$ cat config.mk
export PLATFORM = sky130hd
export DESIGN_NAME = alarm_qsys_onchip_mem_arbiter
export DESIGN_NICKNAME = d
export VERILOG_FILES = /design/src/rtl/alarm_qsys_onchip_mem_arbiter.sv
export SDC_FILE = /design/constraint.sdc
export NUM_CORES = 1
export LEC_CHECK = 0
export ABC_AREA = 1
export CAP_MARGIN = 20
export CORE_MARGIN = 1
export CORE_UTILIZATION = 30
export DETAILED_ROUTE_END_ITERATION = 6
export GPL_ROUTABILITY_DRIVEN = 0
export GPL_TIMING_DRIVEN = 0
export PLACE_DENSITY_LB_ADDON = 0.3
export REMOVE_ABC_BUFFERS = 1
export SYNTH_ARGS = -nofsm -noshare
export SYNTH_HDL_FRONTEND = slang
export SYNTH_SLANG_ARGS = --single-unit
$ cat constraint.sdc
create_clock -name clk -period 2.55 [get_ports clk]
set_input_delay 0.51 -clock clk [delete_from_list [all_inputs] [get_ports clk]]
set_output_delay 0.51 -clock clk [all_outputs]
set_load 0.05 [all_outputs]
$ cat src/rtl/alarm_qsys_onchip_mem_arbiter.sv
// Two-master arbiter sharing the single-port on-chip RAM, with read-return routing and grant counters.
// Build option: define ALARM_MEM_ARB_FIXED_PRIO_EN for fixed m0-first priority instead of round-robin.
module alarm_qsys_onchip_mem_arbiter #(
    parameter int unsigned ADDR_W = 10,
    parameter int unsigned DATA_W = 32,
    parameter int unsigned CNT_W  = 16
) (
    input  logic                  clk,
    input  logic                  reset,
    input  logic [ADDR_W-1:0]     m0_address,
    input  logic [DATA_W/8-1:0]   m0_byteenable,
    input  logic                  m0_read,
    input  logic                  m0_write,
    input  logic [DATA_W-1:0]     m0_writedata,
    output logic                  m0_waitrequest,
    output logic [DATA_W-1:0]     m0_readdata,
    output logic                  m0_readdatavalid,
    input  logic [ADDR_W-1:0]     m1_address,
    input  logic [DATA_W/8-1:0]   m1_byteenable,
    input  logic                  m1_read,
    input  logic                  m1_write,
    input  logic [DATA_W-1:0]     m1_writedata,
    output logic                  m1_waitrequest,
    output logic [DATA_W-1:0]     m1_readdata,
    output logic                  m1_readdatavalid,
    output logic [ADDR_W-1:0]     mem_address,
    output logic [DATA_W/8-1:0]   mem_byteenable,
    output logic                  mem_chipselect,
    output logic                  mem_write,
    output logic [DATA_W-1:0]     mem_writedata,
    output logic                  mem_clken,
    input  logic [DATA_W-1:0]     mem_readdata,
    output logic [CNT_W-1:0]      grant_cnt0,
    output logic [CNT_W-1:0]      grant_cnt1
);
    localparam int unsigned BE_W = DATA_W / 8;

    logic              m0_req, m1_req;
    logic              gnt0, gnt1, any_gnt;
    logic              win_read, win_write;
    logic [ADDR_W-1:0] addr_q, addr_d;
    logic [BE_W-1:0]   be_q, be_d;
    logic [DATA_W-1:0] wdata_q, wdata_d;
    logic              rd_pend_q, rd_pend_d;
    logic              rd_owner_q, rd_owner_d;
    logic [CNT_W-1:0]  cnt0_q, cnt0_d, cnt1_q, cnt1_d;

    assign m0_req = m0_read | m0_write;
    assign m1_req = m1_read | m1_write;

`ifdef ALARM_MEM_ARB_FIXED_PRIO_EN
    // m0 always wins a tie; m1 only gets the RAM when m0 is idle.
    always_comb begin
        gnt0 = ~reset & m0_req;
        gnt1 = ~reset & m1_req & ~m0_req;
    end
`else
    logic last_grant_q, last_grant_d;

    // On a tie the master not granted last time wins.
    always_comb begin
        gnt0         = 1'b0;
        gnt1         = 1'b0;
        last_grant_d = last_grant_q;
        if (!reset) begin
            if (m0_req && m1_req) begin
                gnt0 = last_grant_q;
                gnt1 = ~last_grant_q;
            end else begin
                gnt0 = m0_req;
                gnt1 = m1_req;
            end
        end
        if (gnt0) begin
            last_grant_d = 1'b0;
        end else if (gnt1) begin
            last_grant_d = 1'b1;
        end
    end

    always_ff @(posedge clk) begin
        if (reset) begin
            last_grant_q <= 1'b1;
        end else begin
            last_grant_q <= last_grant_d;
        end
    end
`endif

    assign any_gnt   = gnt0 | gnt1;
    assign win_read  = gnt1 ? m1_read  : m0_read;
    assign win_write = gnt1 ? m1_write : m0_write;

    // Winner mux; without a grant the RAM command lines hold their last value.
    always_comb begin
        addr_d  = addr_q;
        be_d    = be_q;
        wdata_d = wdata_q;
        if (gnt1) begin
            addr_d  = m1_address;
            be_d    = m1_byteenable;
            wdata_d = m1_writedata;
        end else if (gnt0) begin
            addr_d  = m0_address;
            be_d    = m0_byteenable;
            wdata_d = m0_writedata;
        end
        // A combined read+write is a write: no read return is scheduled.
        rd_pend_d  = any_gnt & win_read & ~win_write;
        rd_owner_d = gnt1;
        cnt0_d = cnt0_q;
        cnt1_d = cnt1_q;
        if (gnt0 && (cnt0_q != {CNT_W{1'b1}})) begin
            cnt0_d = cnt0_q + CNT_W'(1);
        end
        if (gnt1 && (cnt1_q != {CNT_W{1'b1}})) begin
            cnt1_d = cnt1_q + CNT_W'(1);
        end
    end

    always_ff @(posedge clk) begin
        if (reset) begin
            addr_q     <= '0;
            be_q       <= '0;
            wdata_q    <= '0;
            rd_pend_q  <= 1'b0;
            rd_owner_q <= 1'b0;
            cnt0_q     <= '0;
            cnt1_q     <= '0;
        end else begin
            addr_q     <= addr_d;
            be_q       <= be_d;
            wdata_q    <= wdata_d;
            rd_pend_q  <= rd_pend_d;
            rd_owner_q <= rd_owner_d;
            cnt0_q     <= cnt0_d;
            cnt1_q     <= cnt1_d;
        end
    end

    assign m0_waitrequest = ~gnt0;
    assign m1_waitrequest = ~gnt1;
    assign mem_address    = addr_d;
    assign mem_byteenable = be_d;
    assign mem_writedata  = wdata_d;
    assign mem_chipselect = any_gnt;
    assign mem_write      = any_gnt & win_write;
    assign mem_clken      = ~reset;

    // Read return is suppressed while reset is high so a read granted just before reset never completes.
    assign m0_readdatavalid = rd_pend_q & ~rd_owner_q & ~reset;
    assign m1_readdatavalid = rd_pend_q &  rd_owner_q & ~reset;
    assign m0_readdata      = mem_readdata;
    assign m1_readdata      = mem_readdata;
    assign grant_cnt0       = cnt0_q;
    assign grant_cnt1       = cnt1_q;

endmodule
* Yosys cells after proc, flatten, opt, wreduce, memory -nomap -nowiden
Index checks and enable logic that the tools add are counted.
Operators by class: $add $sub $neg 2, equality and inequality tests 2, muxes and demuxes 14, bitwise logic cells 16, reductions and logical operators 4
Operators by type and width (count):
- 32-bit two-way mux | 2
- 16-bit by 1-bit adder with 16-bit output (second input constant) | 2
- 16-bit != test (second input constant) | 2
- 10-bit two-way mux | 2
- 1-bit two-way mux | 8
- 4-bit two-way mux | 2
- 1-bit AND | 7
- 1-bit inverter | 6
- 1-bit logical AND | 3
- 1-bit bitwise OR | 3
- 2-bit nonzero test | 1
Storage, ports and cells: flip-flop bits (word level) 81, input port bits 130

* Longest topological paths before layout
Gate-level depths: netlist of run 1.
word-level depth 7, depth in mapped cells 11

* Worst setup path before layout of run 1
OpenSTA, ideal clock, no wires.
path type input -> output, start point input port reset, end point output port m0_readdatavalid, arrival 2.148 ns, slack -0.108 ns, cell stages on the path 5, buffers on the path 2, path through buf_2 -> inv_2 -> clkbuf_1 -> nand2_1 -> nor2_1
Between the ends: longest elaborated chain between the ends 2
Ends and longest elaborated chain:
- start, declared | RTL line 9 | input logic reset,
- 1-bit inverter
- named net mem_clken | RTL line 31 | output logic mem_clken,
- 1-bit AND | RTL line 151 | assign m0_readdatavalid = rd_pend_q & ~rd_owner_q & ~reset;
- end, declared | RTL line 17 | output logic m0_readdatavalid,
The timed path passes the listed nets, and every way through them passes these cells.

* Final worst setup path of run 1
start point input port m1_write, end point output port mem_writedata[29]
Between the ends: longest elaborated chain between the ends 6, elaborated cells between the ends (all ways) 8
Ends and longest elaborated chain:
- start, declared | RTL line 21 | input logic m1_write,
- 1-bit bitwise OR * | RTL line 49 | assign m1_req = m1_read | m1_write;
- 1-bit logical AND | RTL line 66 | if (m0_req && m1_req) begin
- 1-bit two-way mux | RTL line 66
- 1-bit two-way mux | RTL line 65 | if (!reset) begin
- 32-bit two-way mux | RTL line 103 | end else if (gnt0) begin
- 32-bit two-way mux * | RTL line 99 | if (gnt1) begin
- end, declared | RTL line 30 | output logic [DATA_W-1:0] mem_writedata,
Every way passes the cells marked *; elsewhere a longest branch is shown, timed or not.

==> summary.md, run 1 <==
| Metric | Value |
|---|---|
| TritonRoute pass-1 iters | 5 |
| Combinational share of power | between 30% and 40% |
| NetSw | 1.64 mW |
| Crit-path max FO | 6 |
| Reg power frac | a little under a third |
| Worst Skew | between 0.007 and 0.008 ns |
| Clk_lat worst skew | about 0.34 ns |
| Switching part of the total power | 37.4% |
| CP Class | input port to output pin |
| Synthesis-stage register bit count | 81 |
| Synth top cells by count | 243 x nand2_1, 188 x nor2_1, 81 x dfxtp_1, 69 x a21oi_1, 67 x buf_4 |
| CTS Buf Count | 9 |
| WP data arrival | 1.94 ns |
| Antenna violations before repair | 0 |
| IO Count | around 280 |
| Top Usage Layer GRT | met2 |
| Cell taking the most area after synthesis | dfxtp_1 |
| Worst reg-to-reg path cell count | 9 |
| Post-Syn Area | around 0.0048 mm^2 |
| Largest net degree at the start of global routing | 72 |
| Die ar. | approximately 0.017 mm^2 |
| Clk sink count | slightly above 80 |
| Asr flop ratio synth | 0% |
| VDD IR max | about 400 uV |
| GR Layer Usage met2 | a little under a third |
| Clock Tree Buf Depth | 2 |
| Clock transition at path regs | ~0.060 ns |
| Critical Path Stages | 12 |
| Element type at the critical path end | output pin |
| Library cells used by synthesis | 30 |
| Final period utilization | 96.1% |
| Worst Setup Start Kind | input port |
| Maxcap violations | 0 |
| HPWL after detailed placement | 11,400 um |
| Slew Limit Fails | 0 |
| Pwr Total | about 4.4 mW |
| DRC | 0 |
| Total wire length | 19,100 um |
| Die X | ~130 um |
| Count leader, synth | nand2_1 |
| Routed Antenna Nets | 0 |
| R2R setup slack | about 0.53 ns |
| Yosys top cell area share | 33.7% |
| Synth Area per Inst | 6.21 um^2 |
| Power density over the cells | 635 mW/mm^2 |
| Syn Inst Count | approximately 780 |
| Worst-margin pin slew | around 0.7 ns |
| Area delta synth->final | 43.9% |
| Clk root buf | clkbuf_16 |
| Crit path cell chain | dlygate4sd2_1, inv_2, nand2_4, nand2_8, nand2_8, buf_12, buf_6, nor2_2, nor2_1, nand2_1, nand2_1, buf_4 |
| CTS Hold Bufs | 0 |
| Internal power | around 2.8 mW |
| First-pass GRT wire length | between 20,000 and 30,000 um |
| Worst EP required | between 2 and 2.5 ns |
| HP Class | input port to flip-flop |
| Drt first-iter violations | 270 |
| Outcome | finished, final reports clean |
| Achievable clock frequency | roughly 400 MHz |
| Worst Path Buf+Inv | 5 |
| Grt total ovfl | 0 |
| Core ar. | around 0.015 mm^2 |
| DIE HEIGHT | around 130 um |
| Slowest CP cell | dlygate4sd2_1 |
| Period minus WS final | 2.45 ns |
| LEAKAGE | 3.00 nW |
| Antenna fix cells | 0 |
| Post-synth EDFFs | 0 |
| H-tree Lvls | 3 |
| Sequential share of the synthesized area | around 34% |
| Slew HR | 52.2% |
| Clock Power Share | about 31% |
| Tot GR Track Use | roughly 22% |
| Layout net count | around 1,000 |
| Unrepaired setup endpoints after global routing | no |
| Vias in the first global route | between 4,000 and 5,000 |
| Post-synth top flop | dfxtp_1 |
| Placement Rows | 45 |
| DR WL/cell | between 15 and 20 um |
| CTS tree | built |
| Hold Fails Final Rpt | 0 |
| DR vias | roughly 5,200 |
| Port Buf Inserts | 182 |
| Share of layout cells above drive strength 1 | about an eighth |
| GR Util met3 | 12.0% |
| Synth area leaders | dfxtp_1 34%, nand2_1 19%, nor2_1 15%, buf_4 10%, a21oi_1 7.2% |
| Final setup viols | 0 |
| Crit-path max cell delay | about 0.24 ns |
| Vias per cell | around 4.7 |
| Hold path depth | 2 |
| Post-place setup slack | -2.15 ns |
| Yosys warning count | 0 |
| CP top delay family | buffers and inverters |
| Initial core utilization | 31.2% |
| Setup TNS | 0 ns |
| Met1 Resource Use GR | between 20% and 30% |
| Final worst setup slack | slightly below 0.1 ns |
[stage by stage]
stage | area [um^2] | hold slack, ns | instances | utilization [%]
5_1_grt | 6930 | 0.538 | 1116 | 44.9
6_report | 6930 | 0.521 | 1116 | 44.9
2_1_floorplan | 4160 | 0.472 | 678 | -
4_1_cts | 6850 | 0.526 | 1109 | 44.4
3_3_place_gp | 6240 | 0.486 | 1071 | 40.5
3_5_place_dp | 6240 | 0.497 | 1071 | 40.5
[sequential cells by signal, summed over array words and instances, names as in the netlist]
register / flops
grant_cnt1: 16
rd_pend_q: 1
be_q: 4
grant_cnt0: 16
rd_owner_q: 1
addr_q: 10
last_grant_q: 1
wdata_q: 32
[cells by family (layout without fill, tap and decap cells)]
| logic type | after synthesis | after routing | share of synthesized area [%] |
|---|---|---|---|
| adder cells (fa/ha/maj) | 2 | 2 | 0.520 |
| XOR/XNOR | 12 | 12 | 2.18 |
| flip-flops | 81 | 81 | 33.7 |
| AND/OR/NAND/NOR | 472 | 479 | 39.0 |
| buffers and inverters | 126 | 249 | 15.9 |
| AO/OA/AOI/OAI | 82 | 82 | 8.71 |
[power by group through the flow]
stage	clock, mW	combinational (mW)	sequential (mW)
after global routing	1.46	1.76	1.40
after floorplan	0	0.906	1.44
after global placement	0	1.50	1.42
after detailed placement	0	1.50	1.42
after CTS	1.41	1.62	1.39
final	1.37	1.64	1.39
[what timing repair did]
action	CTS	global route
gates resized for setup	340	5
pin swaps	9	1
gates cloned	12	2
buffers inserted	12	5
endpoints found under the setup margin	128	47
[path summary, 6_finish.rpt]
kind | startpoint | endpoint
setup / recovery | m1_write | mem_writedata[29]
hold / removal | reset | grant_cnt0[8]$_SDFFE_PP0P_
hold reg to reg | grant_cnt0[15]$_SDFFE_PP0P_ | grant_cnt0[15]$_SDFFE_PP0P_
setup reg to reg | grant_cnt1[0]$_SDFFE_PP0P_ | grant_cnt1[10]$_SDFFE_PP0P_
[layout by cell type (no fill, tap or decap), types with 4 or more instances in the layout]
cell | netlist | final
nand4_1 | 6 | 6
o21ai_0 | 10 | 9
buf_12 | 0 | 6
clkdlybuf4s50_1 | 0 | 126
a21oi_1 | 69 | 69
inv_1 | 24 | 22
nand3_1 | 19 | 19
nor2_1 | 188 | 185
buf_4 | 67 | 55
nand2_8 | 0 | 6
xor2_1 | 6 | 6
nand2_1 | 243 | 242
xnor2_1 | 6 | 6
clkbuf_16 | 0 | 9
dfxtp_1 | 81 | 81
nor2_2 | 1 | 4
[routing by layer]
metal | up-vias | routed length, um
li1 | 2616 | -
met4 | 4 | 217
met3 | 15 | 2380
met2 | 244 | 7830
met5 | - | 122
met1 | 2317 | 8570
[area by class of cell]
type                            count  area (um^2)
Fill cell                        1659         8500
Tap cell                          211          264
Clock inverter                      4         70.1
Timing Repair inverter              7         92.6
Inverter                           29          144
Clock buffer                       10          229
Timing Repair Buffer              199         1900
Sequential cell                    81         1620
Multi-Input combinational cell    575         2600
Power figures use the tool's default switching activity.
==> inputs of run 2 (changes only) <==
- clock period: 2.55 -> 3.03 ns (I/O delays scaled with it)
==> run 2 against run 1 <==
  * Register-to-register slack better by 0.63 ns
  * Hold slack improved by 0.0040 ns
  * Clock power decreased by 16%
  * Clock skew down 0.00080 ns
  * Total power down 18%
  * Non-clock buffer count is 8 lower
  * Via count is 2.3% lower
  * Sequential share of layout area increased by 0.75 points
  * Utilization decreased by 1.4 points
  * Routed wire length shrank 5.8%
  * Worst setup slack improved by 0.027 ns
  * Combinational power fell by 21%
  * Critical endpoint unchanged
==> summary.md, run 2 (synthesis results as in run 1) <==
| Metric | Value |
|---|---|
| Worst Setup Start Kind | input port (unchanged) |
| Antenna violations before repair | 0 (unchanged) |
| Crit-path max cell delay | 0.39 ns (was 0.24 ns) |
| Total wire length | 18,000 um (was 19,100 um) |
| TritonRoute pass-1 iters | 5 (unchanged) |
| Clk root buf | clkbuf_16 (unchanged) |
| Antenna fix cells | 0 (unchanged) |
| Vias per cell | 4.62 (was 4.66) |
| Fill count | 1,673 (was 1,659) |
| Maxcap violations | 0 (unchanged) |
| Core ar. | 0.0154 mm^2 (unchanged) |
| Worst EP required | 2.42 ns (was 2.04 ns) |
| Die X | 129 um (unchanged) |
| Final instance area | 0.00671 mm^2 (was 0.00693 mm^2) |
| Commonest cells after routing, fill and taps aside | 242 x nand2_1, 187 x nor2_1, 129 x clkdlybuf4s50_1 (was 242 x nand2_1, 185 x nor2_1, 126 x clkdlybuf4s50_1) |
| DIE HEIGHT | 129 um (unchanged) |
| Placement Rows | 45 (unchanged) |
| CTS Buf Count | 9 (unchanged) |
| Multi-input gate area | 0.00254 mm^2 (was 0.00260 mm^2) |
| Slew Limit Fails | 0 (unchanged) |
| Commonest non-fill, non-tap cell in the layout | nand2_1 (unchanged) |
| Pwr Total | 3.62 mW (was 4.40 mW) |
| Initial core utilization | 31.2% (unchanged) |
| Reg2Reg Capture Point | grant_cnt1[14]$_SDFFE_PP0P_ (was grant_cnt1[10]$_SDFFE_PP0P_) |
| WP data arrival | 2.30 ns (was 1.94 ns) |
| Grt total ovfl | 0 (unchanged) |
| Reg area | 0.00162 mm^2 (unchanged) |
| Die ar. | 0.0166 mm^2 (unchanged) |
| Largest net degree at the start of global routing | 72 (unchanged) |
| Period minus WS final | a little under 3 ns |
| Clk_lat worst skew | 0.34 ns (about the same) |
| R2R setup slack | 1.16 ns (was 0.53 ns) |
| Routed Antenna Nets | 0 (unchanged) |
| Element type at the critical path end | output pin (unchanged) |
| Clock Tree Buf Depth | 2 (unchanged) |
| Area delta synth->final | 39.4% (was 43.9%) |
| Crit-path max FO | 8 (was 6) |
| Drt first-iter violations | 237 (was 270) |
| CTS Hold Bufs | 0 (unchanged) |
| Worst reg-to-reg path cell count | 10 (was 9) |
| H-tree Lvls | 3 (unchanged) |
| DR vias | 5,077 (was 5,196) |
| Slowest CP cell | clkdlybuf4s50_1 (was dlygate4sd2_1) |
| Hold endpoint | grant_cnt0[5]$_SDFFE_PP0P_ (was grant_cnt0[8]$_SDFFE_PP0P_) |
| HPWL after detailed placement | 11,400 um (unchanged) |
| VDD IR max | 335 uV (was 396 uV) |
| Hold Fails Final Rpt | 0 (unchanged) |
| Largest register by flop count | wdata_q (unchanged) |
| Worst-margin pin slew | 0.588 ns (was 0.716 ns) |
| DRC | 0 (unchanged) |
| Achievable clock frequency | 344 MHz |
| Hold path depth | 2 (unchanged) |
| Outcome | finished, final reports clean (unchanged) |
| Hold_sp | grant_cnt0[5]$_SDFFE_PP0P_ (was reset) |
| Flip-flop count of the largest register after layout | 32 (unchanged) |
| Crit path cell chain | clkdlybuf4s50_1, inv_1, nand2_4, nand2_8, nand2_8, buf_12, nor2_1, nor2_1, nand2_1, nand2_1, buf_4 (was dlygate4sd2_1, inv_2, nand2_4, nand2_8, nand2_8, buf_12, buf_6, nor2_2, nor2_1, nand2_1, nand2_1, buf_4) |
| DR WL/cell | 16.4 um (was 17.1 um) |
| First-pass GRT wire length | 26,400 um (was 27,300 um) |
| FF-to-FF Start | grant_cnt1[0]$_SDFFE_PP0P_ (unchanged) |
| Slew HR | 60.8% (was 52.2%) |
| Worst Skew | 0.00640 ns (was 0.00720 ns) |
| HP Class | flip-flop to flip-flop (was input port to flip-flop) |
| Layout net count | 1,017 (was 1,034) |
| CP Class | input port to output pin (unchanged) |
| Power density over the cells | 540 mW/mm^2 (was 635 mW/mm^2) |
| Tot GR Track Use | 21.5% (was 22.5%) |
| Port Buf Inserts | 182 (unchanged) |
| Placed Area | 0.00624 mm^2 (unchanged) |
| IO Count | 279 (unchanged) |
| Final period utilization | between 90% and 100% |
| CTS tree | built (unchanged) |
| Vias in the first global route | 4,460 (was 4,545) |
| Finished Layout Cells | 1,099 (was 1,116) |
| Share of layout cells above drive strength 1 | 10.7% (was 13.0%) |
| # placed instances | 1,071 (unchanged) |
| Clk sink count | 81 (unchanged) |
| Clock transition at path regs | 0.06 ns (about the same) |
| Final setup viols | 0 (unchanged) |
| LEAKAGE | 2.90 nW (was 3.00 nW) |
-- run 2: changes by cell type in the layout (fill, tap and decap cells not counted), sizes merged --
cell,previous run,this run
clkinv,3,4
buf,65,56
dlymetal6s2s,1,2
inv,35,28
nand2,252,249
clkdlybuf4s15,2,1
clkdlybuf4s50,126,129
dlygate4sd2,3,1
-- run 2: power by group --
part	total (mW)	switching [mW]	leakage, nW	internal, mW
Sequential	1.17	0.0270	0.664	1.14
Combinational	1.30	0.875	2.08	0.428
Clock	1.15	0.440	0.148	0.710
-- run 2: through the flow --
| stage | hold slack, ns | utilization (%) | worst slack (ns) | setup TNS (ns) |
|---|---|---|---|---|
| 3_5_place_dp | 0.497 | 40.5 | -1.86 | -126.96 |
| 4_1_cts | 0.526 | 43.1 | 0.0169 | 0 |
| 6_report | 0.525 | 43.5 | 0.125 | 0 |
| 2_1_floorplan | 0.472 | - | -0.104 | -4.85 |
| 5_1_grt | 0.538 | 43.5 | -0.00925 | -0.0123 |
| 3_3_place_gp | 0.486 | 40.5 | -4.32 | -452.19 |
-- run 2: cell type report --
class,instances,share of cell area [%]
repair buffers,191,27.1
clock inverters,4,1.04
flip-flops and latches,81,24.2
inverters,29,2.11
well taps,211,3.93
multi-input cells,572,37.8
repair inverters,1,0.447
clock buffers,10,3.41
-- run 2: how the worst max path moves through the flow --
stage / startpoint / end / slack (ns) / cells past startpoint
2_1_floorplan: reset / mem_address[0] / -0.10 / 5
3_3_place_gp: reset / mem_address[7] / -4.32 / 7
3_5_place_dp: reset / mem_address[7] / -1.86 / 7
4_1_cts: m0_write / m1_waitrequest / 0.02 / 4
5_1_grt: m1_read / mem_writedata[1] / -0.009 / 11
6_report: m1_write / mem_writedata[29] / 0.13 / 11
-- run 2: worst max-delay path, delay by kind of cell --
kind                   cells  cell delay, ns
AND/OR/NAND/NOR            7            0.78
buffers and inverters      4            0.89
-- run 2: timing repair --
| item | 4_1_cts | 5_1_grt |
|---|---|---|
| hold endpoints to repair | 0 | 0 |
| pin swaps | 3 | 1 |
| gates cloned | 5 | 0 |
| endpoints found under the setup margin | 126 | 49 |
| setup buffers | 6 | 2 |
| gates resized for setup | 307 | 9 |
-- run 2: per-layer routing --
metal / track usage [%] / share of wire [%] / vias to the layer above / wire length (um)
li1: - / - / 2575 / -
met1: 27.9 / 45 / 2229 / 8150
met2: 29.8 / 39 / 252 / 7110
met3: 11.9 / 13 / 17 / 2410
met4: 6.02 / 1.2 / 4 / 225
met5: 6.47 / 0.68 / - / 122
